### src/rtl/mips_ctrl_pkg.sv
// Shared types for the multi-cycle MIPS control path: FSM states, opcode values,
// decoded opcode classes and ALU operation encodings.
package mips_ctrl_pkg;

  typedef enum logic [2:0] {
    S_IDLE,
    S_FETCH,
    S_DECODE,
    S_EXEC,
    S_MEM,
    S_WB
  } state_t;

  localparam logic [5:0] OP_RTYPE = 6'h00;
  localparam logic [5:0] OP_LW    = 6'h23;
  localparam logic [5:0] OP_SW    = 6'h2B;
  localparam logic [5:0] OP_BEQ   = 6'h04;
  localparam logic [5:0] OP_J     = 6'h02;
  localparam logic [5:0] OP_ADDI  = 6'h08;

  typedef enum logic [2:0] {
    CL_NONE,
    CL_RTYPE,
    CL_LW,
    CL_SW,
    CL_BEQ,
    CL_J,
    CL_ADDI
  } op_class_t;

  localparam logic [1:0] ALU_ADD   = 2'b00;
  localparam logic [1:0] ALU_SUB   = 2'b01;
  localparam logic [1:0] ALU_FUNCT = 2'b10;

endpackage

### src/rtl/mips_main_decoder.sv
// Combinational opcode-to-class decode; zero latency, no flow control.
// Unsupported opcodes map to CL_NONE with illegal raised.
module mips_main_decoder
  import mips_ctrl_pkg::*;
(
  input  logic [5:0] opcode,
  output op_class_t  op_class,
  output logic       illegal
);

  always_comb begin
    op_class = CL_NONE;
    illegal  = 1'b0;
    case (opcode)
      OP_RTYPE: op_class = CL_RTYPE;
      OP_LW:    op_class = CL_LW;
      OP_SW:    op_class = CL_SW;
      OP_BEQ:   op_class = CL_BEQ;
      OP_J:     op_class = CL_J;
      OP_ADDI:  op_class = CL_ADDI;
      default:  illegal  = 1'b1;
    endcase
  end

endmodule

### src/rtl/mips_multicycle_ctrl.sv
// Multi-cycle MIPS control FSM: Moore outputs from state + latched opcode class; 3-5 cycles/instr.
// Memory handshake holds mem_req until mem_ready; stall freezes state and blocks all strobes.
module mips_multicycle_ctrl
  import mips_ctrl_pkg::*;
#(
  parameter int CNT_W = 16
) (
  input  logic             clk,
  input  logic             reset,
  input  logic [5:0]       opcode,
  input  logic [5:0]       funct,
  input  logic             mem_ready,
  input  logic             stall,
  output logic             mem_req,
  output logic             mem_we,
  output logic             iord,
  output logic             ir_write,
  output logic             pc_write,
  output logic             jump_en,
  output logic             branch_en,
  output logic             reg_write,
  output logic             reg_dst,
  output logic             mem_to_reg,
  output logic             alu_src,
  output logic [1:0]       alu_op,
  output logic             illegal_op,
  output logic             instr_done,
  output logic [CNT_W-1:0] instr_count
);

  state_t    state, state_nxt;
  op_class_t cls, cls_nxt;
  op_class_t dec_class;
  logic      dec_illegal;

  // funct is consumed by the downstream ALU control when alu_op selects it.
  logic unused_funct;
  assign unused_funct = ^funct;

  mips_main_decoder u_dec (
    .opcode   (opcode),
    .op_class (dec_class),
    .illegal  (dec_illegal)
  );

  always_ff @(posedge clk or negedge reset) begin
    if (!reset) begin
      state       <= S_IDLE;
      cls         <= CL_NONE;
      instr_count <= '0;
    end else if (!stall) begin
      state <= state_nxt;
      cls   <= cls_nxt;
      if (pc_write) instr_count <= instr_count + {{(CNT_W-1){1'b0}}, 1'b1};
    end
  end

  always_comb begin
    state_nxt  = state;
    cls_nxt    = cls;
    mem_req    = 1'b0;
    mem_we     = 1'b0;
    iord       = 1'b0;
    ir_write   = 1'b0;
    pc_write   = 1'b0;
    jump_en    = 1'b0;
    branch_en  = 1'b0;
    reg_write  = 1'b0;
    reg_dst    = 1'b0;
    mem_to_reg = 1'b0;
    alu_src    = 1'b0;
    alu_op     = ALU_ADD;
    illegal_op = 1'b0;
    case (state)
      S_IDLE: state_nxt = S_FETCH;
      S_FETCH: begin
        mem_req = 1'b1;
        if (mem_ready && !stall) begin
          ir_write  = 1'b1;
          state_nxt = S_DECODE;
        end
      end
      S_DECODE: begin
        cls_nxt = dec_class;
        if (dec_illegal) begin
          illegal_op = !stall;
          state_nxt  = S_FETCH;
        end else begin
          state_nxt = S_EXEC;
        end
      end
      S_EXEC: begin
        case (cls)
          CL_RTYPE: begin
            alu_op    = ALU_FUNCT;
            state_nxt = S_WB;
          end
          CL_LW, CL_SW: begin
            alu_src   = 1'b1;
            state_nxt = S_MEM;
          end
          CL_ADDI: begin
            alu_src   = 1'b1;
            state_nxt = S_WB;
          end
          CL_BEQ: begin
            alu_op    = ALU_SUB;
            branch_en = 1'b1;
            pc_write  = !stall;
            state_nxt = S_FETCH;
          end
          CL_J: begin
            jump_en   = 1'b1;
            pc_write  = !stall;
            state_nxt = S_FETCH;
          end
          default: state_nxt = S_FETCH;
        endcase
      end
      S_MEM: begin
        mem_req = 1'b1;
        iord    = 1'b1;
        mem_we  = (cls == CL_SW);
        if (mem_ready && !stall) begin
          if (cls == CL_SW) begin
            pc_write  = 1'b1;
            state_nxt = S_FETCH;
          end else begin
            state_nxt = S_WB;
          end
        end
      end
      S_WB: begin
        reg_write  = !stall;
        reg_dst    = (cls == CL_RTYPE);
        mem_to_reg = (cls == CL_LW);
        pc_write   = !stall;
        state_nxt  = S_FETCH;
      end
      default: state_nxt = S_IDLE;
    endcase
    instr_done = pc_write;
  end

endmodule

### config.mk
export PLATFORM = sky130hd
export DESIGN_NAME = mips_multicycle_ctrl
export DESIGN_NICKNAME = d
export VERILOG_FILES = /design/src/rtl/mips_ctrl_pkg.sv /design/src/rtl/mips_main_decoder.sv /design/src/rtl/mips_multicycle_ctrl.sv
export SDC_FILE = /design/constraint.sdc
export NUM_CORES = 1
export LEC_CHECK = 0
export BUFFER_PORTS_ARGS = -buffer_cell sky130_fd_sc_hd__buf_2
export CAP_MARGIN = 20
export CORE_ASPECT_RATIO = 0.75
export CORE_MARGIN = 2
export CORE_UTILIZATION = 52
export CTS_BUF_LIST = sky130_fd_sc_hd__clkbuf_2 sky130_fd_sc_hd__clkbuf_4 sky130_fd_sc_hd__clkbuf_8
export DETAILED_ROUTE_END_ITERATION = 8
export PLACE_DENSITY = 0.81
export SLEW_MARGIN = 20
export SYNTH_ARGS = -nofsm -noshare
export SYNTH_HDL_FRONTEND = slang
export SYNTH_HIERARCHICAL = 1
export SYNTH_SLANG_ARGS = --single-unit
### constraint.sdc
create_clock -name clk -period 2.2 [get_ports clk]
set_clock_uncertainty 0.05 [all_clocks]
set_input_delay 0.22 -clock clk [delete_from_list [all_inputs] [get_ports clk]]
set_output_delay 0.22 -clock clk [all_outputs]
set_load 0.005 [all_outputs]
# After elaboration in Yosys (flattened, before gate mapping)
# Cells that the tools add are included.
[word_totals]
ff_bits = 22
input_bits = 16
output_inout_bits = 31
word_cells = 66
[op_classes]
addsub = 1
eq_ne = 18
n_mux = 29
bitwise_logic = 1
reduce_logical = 14
[ops]
columns = ["operator", "count"]
rows = [
  ["1-bit 2-to-1 mux", 19],
  ["3-bit one-hot mux with 6 select lines", 1],
  ["16-bit by 1-bit adder with 16-bit output, second input constant", 1],
  ["3-bit equality test, second input constant", 5],
  ["3-bit one-hot mux with 5 select lines", 1],
  ["3-bit by 2-bit equality test with 1-bit output, second input constant", 4],
  ["6-bit equality test, second input constant", 2],
  ["2-bit OR reduction", 5],
  ["3-bit 2-to-1 mux", 3],
  ["3-bit by 1-bit equality test with 1-bit output, second input constant", 2],
  ["6-bit by 2-bit equality test with 1-bit output, second input constant", 1],
  ["6-bit by 3-bit equality test with 1-bit output, second input constant", 1],
  ["6-bit by 4-bit equality test with 1-bit output, second input constant", 1],
  ["6-bit logical NOT", 1],
  ["3-bit one-hot mux with 2 select lines", 1],
  ["6-bit OR reduction", 1],
  ["2-bit 2-to-1 mux", 2],
  ["2-bit != test, second input constant", 2],
  ["2-bit one-hot mux with 2 select lines", 1],
  ["2-bit AND reduction", 2],
  ["3-bit logical NOT", 1],
  ["1-bit one-hot mux with 3 select lines", 1],
  ["3-bit AND reduction", 1],
  ["3-bit OR reduction", 1],
  ["other kinds (3)", 3],
]

# Longest topological paths before layout
# Gate-level depths: netlist of the first run.
[depth]
depth_word = 5
ltp_mapped = 6
mapped_depth_nobuf = 5

# Cells and area by module
# The synthesis of the first run kept the hierarchy.
[modules_own_cells]
columns = ["mod", "instances", "cells_each", "area_each_um2", "seq_area_each_um2"]
rows = [
  ["mips_multicycle_ctrl", 1, 130, 1336.3, 550.5],
  ["mips_main_decoder", 1, 15, 113.9, 0.0],
]

# Worst setup path after synthesis of the first run
# No wires, ideal clock.
[synth_path]
kind = "register -> register"
startpoint = "reg instr_count[3]"
endpoint = "reg instr_count[15]"
setup_time_ns = 0.079
arrival_ns = 1.632
required_ns = 2.071
slack_ns = 0.439
stages_incl_launch_ff = 5
n_path_buf = 0
period_less_slack_ns = 1.761
cell_sequence = "dfrtp_1 nand4_2 or4_4 a2111oi_4 xor2_1"
[synth_via]
elab_chain_cells = 1
[synth_rtl]
columns = ["item", "line_no", "rtl"]
rows = [
  ["start, declared", "mips_multicycle_ctrl.sv:28", "output logic [CNT_W-1:0] instr_count"],
  ["start signal, assigned", "mips_multicycle_ctrl.sv:54", "if (pc_write) instr_count <= instr_count + {{(CNT_W-1){1'b0}}, 1'b1};"],
  ["16-bit by 1-bit adder with 16-bit output", "mips_multicycle_ctrl.sv:54", ""],
]
# No other way between the ends.
# A chain may end at the register's enable or synchronous reset.

# Final worst setup path of the first run
[layout_path]
startpoint = "reg state[2]"
endpoint = "out pc_write"
[layout_via]
elab_chain_cells = 2
word_cells_on_any_way = 4
cone_classes = "eq/ne (3); mux (1)"
[layout_rtl]
columns = ["item", "line_no", "rtl"]
rows = [
  ["start, declared", "mips_multicycle_ctrl.sv:31", "state_t state, state_nxt;"],
  ["start signal, assigned", "mips_multicycle_ctrl.sv:52", "state <= state_nxt;"],
  ["3-bit equality test / 3-bit by 2-bit equality test with 1-bit output (equally long branches)", "mips_multicycle_ctrl.sv:74", "case (state)"],
  ["1-bit one-hot mux with 3 select lines (*)", "mips_multicycle_ctrl.sv:74", ""],
  ["end, declared", "mips_multicycle_ctrl.sv:18", "output logic pc_write,"],
]
# Every way passes the cells marked *; elsewhere a longest branch is shown, timed or not.

==> results of run 1 <==
## final cells by class
type,count,area [um2],area share [%]
Clock buffer,3,41.3,2.35
Inverter,6,22.5,1.28
Multi-Input combinational cell,110,842,47.9
Sequential cell,22,551,31.3
Tap cell,36,45.0,2.56
Timing Repair Buffer,47,255,14.5
## worst min path at each step
stage / from / to / slack, ps
6_report: opcode[4] / cls[1] / 230
5_1_grt: opcode[4] / cls[0] / 250
4_1_cts: opcode[4] / cls[1] / 230
3_5_place_dp: reset / state[1] / 170
3_3_place_gp: reset / state[1] / 150
2_1_floorplan: reset / cls[0] / -130
## synthesized netlist by cell type (2+ instances only)
master and n:
dfrtp_1 22, xor2_1 14, a211oi_1 9, nand2_1 8
nor2_1 7, o21ai_0 7, a21oi_1 6, inv_1 6
nand3_1 5, and2b_2 4, buf_2 4, nor3_1 4
nor4b_1 3, xnor2_1 3, a31oi_1 2, and2_1 2
and4b_1 2, clkbuf_1 2, nand2b_1 2, nand4_1 2
nor4_1 2, or4b_1 2
## worst register-to-register path, cell delays in order (launching register included)
cell and delay [ps]:
dfrtp_1 560, nor4bb_1 420, o21ai_2 180, buf_4 200
a2111oi_2 330, xor2_1 190
## cell families (layout without fill, tap and decap cells)
kind of cell / count (synthesis) / in the layout / share of synthesized area [%]
compound gates: 34 / 34 / 17.9
buf+inv: 13 / 56 / 3.97
flops: 22 / 22 / 38.0
xor+xnor: 17 / 17 / 10.3
mux: 2 / 2 / 1.55
fa+ha+maj: 1 / 1 / 0.863
simple gates: 56 / 56 / 27.4
## sequential cells by signal, indices dropped and copies added (netlist names)
signal,cells
instr_count,16
cls,3
state,3
## metal layers
layer	wire length [um]	up-vias	track usage, %
met5	0	-	0
met4	50	0	5.32
met3	153	6	4.57
met2	1600	39	37.3
met1	1510	619	28.2
li1	-	632	-
## through the flow
| step | cells | total power [uW] | util [%] | worst slack (ps) |
|---|---|---|---|---|
| finish | 224 | 1330 | 67.0 | 148 |
| global route | 224 | 1430 | 67.0 | 39.3 |
| CTS | 223 | 1330 | 66.7 | 113 |
| detailed placement | 219 | 1080 | 64.7 | 286 |
| global placement | 219 | 1050 | 64.7 | 356 |
| floorplan | 145 | 906 | - | 439 |
## power by group through the flow
| stage | clock network (uW) | registers [uW] | logic [uW] |
|---|---|---|---|
| after floorplan | 0 | 563 | 343 |
| after global placement | 0 | 605 | 447 |
| after detailed placement | 0 | 613 | 469 |
| after CTS | 253 | 605 | 473 |
| after global routing | 267 | 624 | 535 |
| final | 241 | 608 | 479 |
## what timing repair did
item	CTS	global route
setup buffers	0	1
hold buffers	1	0
hold endpoints to repair	22	0
gates resized for setup	0	0
setup endpoints to repair	0	2
==> results.yml, run 1 <==
sta:
  finalCritPeriodShare_pct: 93.3
  timing.final.hold_violations: 0
  setup-violations-final: 0
  period_needed_ps: 2050
  max_freq_ghz: 0.487
  relSlewSlack_pct: 67.0
  setup_tns_ps: 0
  rsz0062_at_grt: "no"
  tightest_slew_ps: 495
  whs_ps: 232
  slew_viol_final: 0
drt:
  drc_errors: 0
  dr.first_iter.drc_count: 93
  routed_via_density: 5.79
  vias: 1296
  avgRoutedWirePerCell_um: 14.8
  drtAntennaViolNets: 0
  drt_pass1_iterations: 4
  drt-total-wl_um: 3320
power_and_ir_drop:
  p_leak_uw: 0.000873
  p_clk_share_pct: 18.2
  pwr_density_cell_mw_per_mm2: 756
  switching_share_pct: 38.0
  p_switching_uw: 505
  seqPwrFrac_pct: 45.8
  ir_drop_mv: 0.542
  intPower_uw: 824
  comb_power_share_pct: 36.1
global_routing:
  grt_max_degree: 23
  grt_pass1_wl_um: 5480
  grt_use_total_pct: 21.8
  antenna_found_initial: 0
  overflow: 0
  grt_pass1_vias: 1185
critical_path:
  slowest_stage: "dfrtp_1"
  max_stage_delay_ps: 500
  critPathArrivalTime_ps: 1780
  reg2reg_depth: 5
  r2r_end: "instr_count[10]"
  crit_cells: 4
  worstSetupStartpointType: "register"
  path_buf_inv: 1
  timing.rr.start: "state[1]"
  crit_family: "simple AND/OR/NAND/NOR gates"
  rrSetupSlack_ps: 190
  cp-startpoint: "state[2]"
  cp.required_ps: 1930
  worstPathMaxFanout: 15
  path_class: "register to output pin"
  crit_chain: "nor3b_4 -> nand4_4 -> nand2_1 -> buf_2"
  crit_end: "pc_write"
  endpoint_kind: "output pin"
die:
  start_util_pct: 55.3
  die_h_um: 49.7
  core.rowCount: 16
  dieArea_mm2: 0.00323
  io_pins: 47
  die_w_um: 65.0
  coreArea_mm2: 0.00262
clock_tree:
  cts.sinks: 22
  clk_path_buf_depth: 2
  clk_latency_ps: 250
  path_clk_slew_ps: 70
  h-tree-depth: 1
  cts-root-buf: "clkbuf_8"
  cts_tree: "yes"
  cts-buffers-inserted: 3
min_path:
  whs_path_depth: 4
  hold_path_class: "input port to register"
yosys:
  synth_top_cell_by_area: "dfrtp_1"
  synth_flop_cell: "dfrtp_1"
  yosysWarningCount: 6
  synthTopCellsByArea: "dfrtp_1, xor2_1, a211oi_1"
  syn_area_mm2: 0.00145
  ys_seq_area_share_pct: 38.0
  synth_top_area_share_pct: 38.0
  synth_seq_cells: 22
  synth_edf_count: 0
  synth_cell_types: 49
  syn_area_per_cell_um2: 10.0
  syn_nets: 162
  ys_async_sr_fraction_pct: 100
  postSynthCellCount: 145
status:
  status: "finished clean"
finish:
  final_area_mm2: 0.00176
  drive_above_1_share_pct: 34.6
  syn2layout_area_growth_pct: 21.1
  layout_commonest_cell: "buf_2"
  nNetsFinal: 207
  final_cell_mix: "buf_2, dfrtp_1, xor2_1, a211oi_1, nand2_1"
  num_antenna_cells: 0
  fill_cells: 221
place:
  place.gp.congestion: 0.822
  placed_cell_area_mm2: 0.00170
  port_buffers: 40
  dpl.hpwl_um: 2440
run:
  cap_violations: 0
Note: power is estimated with default switching activity, not from simulation.
==> run 2, diff against run 1 <==
--- a/config.mk
+++ b/config.mk
@@ -9,12 +9,11 @@
 export CAP_MARGIN = 20
 export CORE_ASPECT_RATIO = 0.75
 export CORE_MARGIN = 2
-export CORE_UTILIZATION = 52
+export CORE_UTILIZATION = 51
 export CTS_BUF_LIST = sky130_fd_sc_hd__clkbuf_2 sky130_fd_sc_hd__clkbuf_4 sky130_fd_sc_hd__clkbuf_8
 export DETAILED_ROUTE_END_ITERATION = 8
-export PLACE_DENSITY = 0.81
+export PLACE_DENSITY = 0.8
 export SLEW_MARGIN = 20
 export SYNTH_ARGS = -nofsm -noshare
 export SYNTH_HDL_FRONTEND = slang
-export SYNTH_HIERARCHICAL = 1
 export SYNTH_SLANG_ARGS = --single-unit
==> results.yml, run 2 <==
critical_path:
  reg2reg_depth: 5
  crit_cells: 4
  cp.required_ps: 1930
  crit_end: "instr_done"
  slowest_stage: "dfrtp_1"
  worstSetupStartpointType: "register"
  path_buf_inv: 1
  crit_family: "flip-flops"
  endpoint_kind: "output pin"
  path_class: "register to output pin"
  timing.rr.start: "state[1]"
  max_stage_delay_ps: 610
  r2r_end: "instr_count[1]"
  crit_chain: "nand3b_1 -> o21a_1 -> o2bb2ai_4 -> buf_2"
  cp-startpoint: "state[1]"
  rrSetupSlack_ps: 240
  critPathArrivalTime_ps: 1710
  worstPathMaxFanout: 10
yosys:
  synth_cell_types: 44
  syn_nets: 151
  synth_flop_cell: "dfrtp_1"
  yosysWarningCount: 0
  synth_edf_count: 0
  postSynthCellCount: 134
  ys_top_cells_by_count: "dfrtp_1, xnor2_1, nor2_1"
  synthTopCellsByArea: "dfrtp_1, xnor2_1, nand3_2"
  synth_top_cell_by_area: "dfrtp_1"
  syn_area_per_cell_um2: 10.2
  ys_async_sr_fraction_pct: 100
  synth_seq_cells: 22
  syn_area_mm2: 0.00137
  ys_seq_area_share_pct: 40.3
  yosys.cell_count.top_type: "dfrtp_1"
  synth_top_area_share_pct: 40.3
sta:
  timing.final.hold_violations: 0
  tightest_slew_ps: 480
  finalCritPeriodShare_pct: 90.1
  period_needed_ps: 1980
  slew_viol_final: 0
  relSlewSlack_pct: 68.0
  setup_tns_ps: 0
  rsz0062_at_grt: "no"
  whs_ps: 168
  setup-violations-final: 0
  max_freq_ghz: 0.504
finish:
  reg_top3: "instr_count: 16 flops, cls: 3 flops, state: 3 flops"
  nNetsFinal: 194
  ff_latch_area_um2: 551
  final_core_util_pct: 62.8
  layout_commonest_cell: "buf_2"
  drive_above_1_share_pct: 35.2
  multi_input_area_um2: 743
  final_cell_count_no_fill: 212
  largest_register_ffs: 16
  fill_cells: 213
  largest_register: "instr_count"
  num_antenna_cells: 0
  final_cell_mix: "buf_2, dfrtp_1, xnor2_1, nor2_1, nand4_1"
  syn2layout_area_growth_pct: 18.7
min_path:
  hold_path_class: "input port to register"
global_routing:
  grt_use_total_pct: 20.2
  overflow: 0
  antenna_found_initial: 0
  grt_max_degree: 23
  grt_pass1_vias: 1081
  grt_pass1_wl_um: 4970
clock_tree:
  clk_latency_ps: 310
  post_cts_resized: 0
  cts.sinks: 22
  cts_tree: "yes"
  path_clk_slew_ps: 120
  clk_path_buf_depth: 2
  h-tree-depth: 1
  cts-buffers-inserted: 3
  cts-root-buf: "clkbuf_4"
die:
  dieArea_mm2: 0.00312
  coreArea_mm2: 0.00258
  start_util_pct: 53.0
  core.rowCount: 16
  io_pins: 47
  die_w_um: 63.8
  die_h_um: 48.8
power_and_ir_drop:
  p_leak_uw: 0.000756
  pwr_density_cell_mw_per_mm2: 616
  ir_drop_mv: 0.326
  power_uw: 999
drt:
  avgRoutedWirePerCell_um: 14.2
  drtAntennaViolNets: 0
  wl_met2_um: 1490
  dr.first_iter.drc_count: 45
  route.met3.wl_um: 184
  drt_pass1_iterations: 4
  drc_errors: 0
  drt-total-wl_um: 3020
  drt-met1-wl_um: 1270
  routed_via_density: 5.63
  top_layer: "met4"
  vias: 1193
place:
  port_buffers: 40
  dp.cells: 204
  place.gp.congestion: 0.822
  dpl.hpwl_um: 2260
run:
  cap_violations: 0
status:
  status: "finished clean"
[run 2: changes by cell type after synthesis, moves of 3 or more]
| cell | previous run | this run |
|---|---|---|
| xor2_1 | 14 | 2 |
| xnor2_1 | 3 | 14 |
| a211oi_1 | 9 | 0 |
| nand3_2 | 0 | 7 |
| nand4_1 | 2 | 9 |
| a21oi_1 | 6 | 2 |
| and2b_2 | 4 | 0 |
| inv_1 | 6 | 2 |
| nor2_1 | 7 | 11 |
| and3_1 | 1 | 4 |
| buf_2 | 4 | 1 |
[run 2: routing by layer]
layer	global-route usage [%]	vias to the layer above
met2	33.3	41
met3	5.54	10
met4	5.80	0
li1	-	565
met1	26.2	577
met5	0	-
[run 2: report_power, final]
| part | internal, uW | switching (uW) | leakage (uW) |
|---|---|---|---|
| logic | 126 | 140 | 0.000435 |
| clock network | 101 | 122 | 0.0000210 |
| registers | 442 | 67.7 | 0.000300 |
[run 2: worst min path at each step]
stage,start,to,depth (start not counted)
5_1_grt,opcode[4],cls[1],3
2_1_floorplan,reset,cls[0],0
3_5_place_dp,reset,instr_count[13],1
6_report,opcode[4],cls[1],3
4_1_cts,opcode[4],cls[1],3
3_3_place_gp,reset,instr_count[13],1
[run 2: stage by stage]
step           worst slack (ps)  area, um2
4_1_cts                     228       1620
5_1_grt                     107       1620
6_report                    217       1620
3_3_place_gp                246       1550
3_5_place_dp                214       1550
2_1_floorplan               526       1370
[run 2: area by class of cell]
type                            count  area share, %
Tap cell                           36           2.78
Sequential cell                    22           33.9
Clock buffer                        4           2.24
Timing Repair Buffer               45           14.8
Multi-Input combinational cell    103           45.8
Inverter                            2          0.463
[run 2: cells by family after synthesis]
| kind of cell | count (synthesis) | synth area share [%] |
|---|---|---|
| AOI/OAI and AO/OA | 19 | 10.4 |
| xor gates and xnor gates | 17 | 11.4 |
| adders and majority gates | 2 | 1.65 |
| buffers and inverters | 9 | 5.40 |
| DFF | 22 | 40.3 |
| muxes | 1 | 0.823 |
| and+or+nand+nor | 64 | 30.0 |
[run 2: tightest hold or removal path: stages]
cell and delay [ps]:
buf_2 90, or3_1 120, o21ai_1 60
[run 2: timing repair]
item                                    CTS  global route
endpoints found under the hold margin    22             0
buffers inserted                          3             0
hold buffers                              1             0
endpoints found under the setup margin    2             0
